`src/rtl/pin_name_rx.sv`:
```
// UART 8N1 receiver that assembles fixed-length ASCII pin names, with the first character in the MSB byte.
// Complete names are presented on a valid/ready interface. Framing errors, glitches and overruns are reported as pulses.
module pin_name_rx #(
    parameter int NAME_BYTES       = 4,
    parameter int PRESCALE_W       = 16,
    parameter int GAP_TIMEOUT_BITS = 16
) (
    input  logic                    clk,
    input  logic                    rst,
    input  logic                    rxd,
    input  logic [PRESCALE_W-1:0]   prescale,
    output logic [8*NAME_BYTES-1:0] name_out,
    output logic                    name_valid,
    input  logic                    name_ready,
    output logic                    frame_error,
    output logic                    glitch,
    output logic                    overrun
);

    localparam int NAME_W = 8 * NAME_BYTES;
    localparam int CNT_W  = $clog2(NAME_BYTES + 1);
    localparam int GAP_W  = PRESCALE_W + $clog2(GAP_TIMEOUT_BITS + 1);

    typedef enum logic [2:0] {
        IDLE,
        START,
        DATA,
        STOP,
        BREAK   // bad stop bit seen: wait for the line to return high
    } state_t;

    logic                  rxd_meta;
    logic                  rxs;
    state_t                state_q,   state_d;
    logic [PRESCALE_W-1:0] cnt_q,     cnt_d;
    logic [PRESCALE_W-1:0] bit_len_q, bit_len_d;
    logic [2:0]            bit_idx_q, bit_idx_d;
    logic [7:0]            shift_q,   shift_d;
    logic [NAME_W-1:0]     asm_q,     asm_d;
    logic [CNT_W-1:0]      count_q,   count_d;
    logic [GAP_W-1:0]      gap_q,     gap_d;
    logic [NAME_W-1:0]     name_out_d;
    logic                  valid_d;
    logic                  ferr_d;
    logic                  glitch_d;
    logic                  ovr_d;
    logic [PRESCALE_W-1:0] eff_len;
    logic [GAP_W-1:0]      gap_limit;

    assign eff_len   = (prescale < PRESCALE_W'(2)) ? PRESCALE_W'(2) : prescale;
    assign gap_limit = GAP_W'(GAP_TIMEOUT_BITS) * GAP_W'(bit_len_q);

    always_comb begin
        // NOTE: every signal gets a default first, so no path through this block can infer a latch.
        state_d    = state_q;
        cnt_d      = cnt_q;
        bit_len_d  = bit_len_q;
        bit_idx_d  = bit_idx_q;
        shift_d    = shift_q;
        asm_d      = asm_q;
        count_d    = count_q;
        gap_d      = '0;
        name_out_d = name_out;
        valid_d    = name_valid;
        ferr_d     = 1'b0;
        glitch_d   = 1'b0;
        ovr_d      = 1'b0;

        case (state_q)
            IDLE: begin
                if (!rxs) begin
                    state_d   = START;
                    bit_len_d = eff_len;
                    cnt_d     = (eff_len >> 1) - PRESCALE_W'(1);
                end else if (count_q != '0) begin
                    if (gap_q + GAP_W'(1) >= gap_limit) count_d = '0;
                    else                                gap_d   = gap_q + GAP_W'(1);
                end
            end
            START: begin
                if (cnt_q != '0) begin
                    cnt_d = cnt_q - PRESCALE_W'(1);
                end else if (!rxs) begin
                    state_d   = DATA;
                    cnt_d     = bit_len_q - PRESCALE_W'(1);
                    bit_idx_d = '0;
                end else begin
                    glitch_d = 1'b1;
                    state_d  = IDLE;
                end
            end
            DATA: begin
                if (cnt_q != '0) begin
                    cnt_d = cnt_q - PRESCALE_W'(1);
                end else begin
                    shift_d   = {rxs, shift_q[7:1]};
                    cnt_d     = bit_len_q - PRESCALE_W'(1);
                    bit_idx_d = bit_idx_q + 3'd1;
                    if (bit_idx_q == 3'd7) state_d = STOP;
                end
            end
            STOP: begin
                if (cnt_q != '0) begin
                    cnt_d = cnt_q - PRESCALE_W'(1);
                end else if (rxs) begin
                    for (int i = 0; i < NAME_BYTES; i++)
                        if (count_q == CNT_W'(NAME_BYTES - 1 - i)) asm_d[8*i +: 8] = shift_q;
                    count_d = count_q + CNT_W'(1);
                    state_d = IDLE;
                end else begin
                    ferr_d  = 1'b1;
                    count_d = '0;
                    state_d = BREAK;
                end
            end
            BREAK: begin
                if (rxs) state_d = IDLE;
            end
            default: state_d = IDLE;
        endcase

        // A completion takes priority over a transfer, so valid stays high when both happen in the same cycle.
        if (count_q == CNT_W'(NAME_BYTES)) begin
            name_out_d = asm_q;
            valid_d    = 1'b1;
            count_d    = '0;
            ovr_d      = name_valid && !name_ready;
        end else if (name_valid && name_ready) begin
            valid_d = 1'b0;
        end
    end

    always_ff @(posedge clk) begin
        // NOTE: state uses non-blocking assignments only, so every register samples the pre-edge values.
        if (rst) begin
            rxd_meta    <= 1'b1;
            rxs         <= 1'b1;
            state_q     <= IDLE;
            cnt_q       <= '0;
            bit_len_q   <= PRESCALE_W'(2);
            bit_idx_q   <= '0;
            shift_q     <= '0;
            asm_q       <= '0;
            count_q     <= '0;
            gap_q       <= '0;
            name_out    <= '0;
            name_valid  <= 1'b0;
            frame_error <= 1'b0;
            glitch      <= 1'b0;
            overrun     <= 1'b0;
        end else begin
            rxd_meta    <= rxd;
            rxs         <= rxd_meta;
            state_q     <= state_d;
            cnt_q       <= cnt_d;
            bit_len_q   <= bit_len_d;
            bit_idx_q   <= bit_idx_d;
            shift_q     <= shift_d;
            asm_q       <= asm_d;
            count_q     <= count_d;
            gap_q       <= gap_d;
            name_out    <= name_out_d;
            name_valid  <= valid_d;
            frame_error <= ferr_d;
            glitch      <= glitch_d;
            overrun     <= ovr_d;
        end
    end

endmodule

```
`config.mk`:
```
export PLATFORM = sky130hd
export DESIGN_NAME = pin_name_rx
export DESIGN_NICKNAME = d
export VERILOG_FILES = /design/src/rtl/pin_name_rx.sv
export SDC_FILE = /design/constraint.sdc
export NUM_CORES = 1
export LEC_CHECK = 0
export CAP_MARGIN = 10
export CORE_ASPECT_RATIO = 0.7
export CORE_MARGIN = 4
export CORE_UTILIZATION = 40
export DETAILED_ROUTE_END_ITERATION = 6
export PLACE_DENSITY = 0.67
export SLEW_MARGIN = 20
export SYNTH_ARGS = -nofsm -noshare
export SYNTH_HDL_FRONTEND = slang
export SYNTH_SLANG_ARGS = --single-unit
export TNS_END_PERCENT = 20
```
`constraint.sdc`:
```
create_clock -name clk -period 7.45 [get_ports clk]
set_input_delay 0.745 -clock clk [delete_from_list [all_inputs] [get_ports clk]]
set_output_delay 0.745 -clock clk [all_outputs]
set_load 0.05 [all_outputs]
```
==> flow_summary.ini <==
[run_status]
status = completed

[worst_setup_path]
crit_fanout = 20
cp-startpoint = gap_q[0]
path_common_cell = nand2_1
worstPathRequired_ns = 7.79
path_cells = ha_1 -> nand2_1 -> nor2_1 -> nand2_1 -> nor2_1 -> xor2_1 -> ha_1 -> and4_1 -> nand2_1 -> o211ai_1 -> o31ai_1 -> nand4_1 -> nor2b_1
reg2regPathDepth = 13
max_stage_delay_ns = 0.75
r2r_end = gap_q[7]
crit_family = simple AND/OR/NAND/NOR gates
worst-setup-path-type = reg -> reg
end_kind = register
critPathArrivalTime_ns = 4.06
rr_startpoint = gap_q[0]
r2r_setup_slack_ns = 3.73
worstSetupStartpointType = register
cp_slowest_cell = nand4_1
crit_buf_inv = 0

[cts]
clock_latency_ns = 0.42
clock-sinks = 140
cts_resized = 0
ctsHoldBuffers = 0
cts-root-buf = clkbuf_16
clk_path_buf_depth = 2
post_cts_buffers = 0
clkTransAtPathRegs_ns = 0.06
numCtsBuffers = 17
tritoncts = yes
h-tree-depth = 4

[drt]
drc = 0
ant_nets = 0
vias = 5655
viasPerCell = 5.36
wl_per_cell_um = 16.2
drt_iter0_drc = 486
drt-total-wl_mm = 17.1
drtPass1Iterations = 6

[timing]
finalSetupViolCount = 0
hold_viol = 0
fmax_mhz = 269
tightest_slew_ns = 0.930
slew_viol_final = 0
fin_setup_tns_ns = 0
skew_ns = 0.0174
post-route-period-util_pct = 50.0
period_needed_ns = 3.72
slew_headroom_pct = 38.0
rsz0062_at_grt = no

[synthesis]
ys_warn_count = 0
synth_enable_flop_cells = 0
syn_area_um2 = 6710
ys_types = 58
synth_fp_nets = 819
yosysSeqAreaShare_pct = 41.8
async_flop_share_pct = 0
synth_cells = 771
syn_area_per_cell_um2 = 8.70
ys_ff_latch = 140
synth_top_flop_cell = dfxtp_1

[min_path]
holdPathEnd = rxs
worst_hold_path_type = reg -> reg
hold_start = rxd_meta
hold_depth = 1

[power]
power.static_leakage_nw = 3.07
clkPwrFrac_pct = 44.5
switching_share_pct = 27.2
cellPowerDensity_nw_per_um2 = 231
peakVddDrop_uv = 140
p_int_mw = 1.35
power_frac_comb_pct = 13.2
seqPwrFrac_pct = 42.3
p_sw_mw = 0.505

[final_layout]
area_delta_synth_final_pct = 19.7
fillers = 1591
final_util_pct = 49.0
regArea_um2 = 2800
multiInputGateArea_um2 = 3670
drive_gt1_share_pct = 6.39
n_antenna_cell = 0
nNetsFinal = 865

[grt]
grt_pass1_wl_mm = 27.5
grt_max_degree = 91
antenna_found_initial = 0
gr-total-overflow = 0
grt_pass1_vias = 5189
grt_usage_pct = 18.2

[run]
cap_violations = 0

[die]
ios = 56
dieArea_um2 = 18900
die_w_um = 163
die_h_um = 116
core_area_um2 = 16400
initial_core_util_pct = 40.9
rows = 39

[placement]
dpl.hpwl_mm = 12.1
portBuffers = 55
place.gp.congestion = 0.906
-- metal layers --
metal / part of all wire [%] / routed length [um] / vias to the layer above / track usage, %
met5: 0 / 0 / - / 0
met4: 0.76 / 129 / 0 / 4.02
met3: 7.1 / 1220 / 10 / 5.89
met2: 40 / 6790 / 163 / 24.7
met1: 52 / 8940 / 2649 / 27.9
li1: - / - / 2833 / -
-- area by class of cell --
class                      count  share of cell area [%]
clock buffer                  20                    5.44
clock inverter                12                    1.73
inverter                      28                    1.31
multi-input combinational    569                    45.8
sequential                   140                    34.9
tap                          225                    3.51
timing repair buffer          61                    7.35
-- cell families after synthesis --
family                   after synthesis  share of synthesized area (%)
AO/OA/AOI/OAI                        163                           16.1
AND/OR/NAND/NOR                      297                           22.1
buffers and inverters                 62                           3.64
other                                  1                         0.0559
adder cells (fa/ha/maj)               28                           5.22
flip-flops                           140                           41.8
multiplexers                          38                           5.67
XOR/XNOR                              42                           5.48
-- metrics by stage --
step	setup slack (ns)	std cells	power, mW	area, um2	hold slack [ns]
after detailed placement	3.72	1023	1.04	7450	0.400
after global placement	3.72	1023	1.04	7450	0.396
after global routing	3.25	1055	1.93	8030	0.450
after CTS	3.75	1055	1.86	8030	0.419
final	3.73	1055	1.85	8030	0.415
after floorplan	4.69	771	0.970	6710	0.389
-- sequential cells by signal (all words and copies together), names as in the netlist --
| register | cells |
|---|---|
| name_valid | 1 |
| bit_idx_q | 3 |
| name_out | 32 |
| bit_len_q | 16 |
| state_q | 3 |
| gap_q | 21 |
| count_q | 3 |
| shift_q | 8 |
| rxd_meta | 1 |
| frame_error | 1 |
| asm_q | 32 |
| rxs | 1 |
| overrun | 1 |
| cnt_q | 16 |
| glitch | 1 |
-- synth_stat cells (19+ instances only) --
cell type / number / area [um2]
a21oi_1: 62 / 310
a22o_1: 32 / 280
clkbuf_1: 28 / 105
dfxtp_1: 140 / 2800
ha_1: 28 / 350
inv_1: 27 / 101
mux2i_1: 38 / 380
nand2_1: 81 / 304
nand3_1: 19 / 95.1
nor2_1: 85 / 319
nor2b_1: 19 / 119
nor3_1: 24 / 120
xnor2_1: 24 / 210
-- power by group through the flow --
stage                     registers (mW)  logic [mW]  clock network [mW]
after detailed placement           0.799       0.239                   0
after floorplan                    0.792       0.178                   0
after global routing               0.786       0.273               0.872
after CTS                          0.783       0.240               0.840
final                              0.784       0.245               0.826
after global placement             0.799       0.241                   0
-- cell usage in the layout, fill, tap and decap left out, drive strengths merged, types with 20 or more instances in the layout --
cell type      count
dfxtp            140
nor2              85
nand2             81
a21oi             62
clkdlybuf4s50     54
mux2i             38
a22o              32
inv               30
ha                28
nor3              25
xnor2             24
clkbuf            20
o21ai             20
-- how the worst max path moves through the flow --
stage / endpoint / slack, ns / depth (start not counted)
finish: gap_q[7] / 3.73 / 13
global route: gap_q[9] / 3.25 / 13
CTS: gap_q[7] / 3.75 / 13
detailed placement: cnt_q[10] / 3.72 / 11
global placement: cnt_q[10] / 3.72 / 11
floorplan: cnt_q[10] / 4.69 / 10
Note: power is estimated with default switching activity, not from simulation.
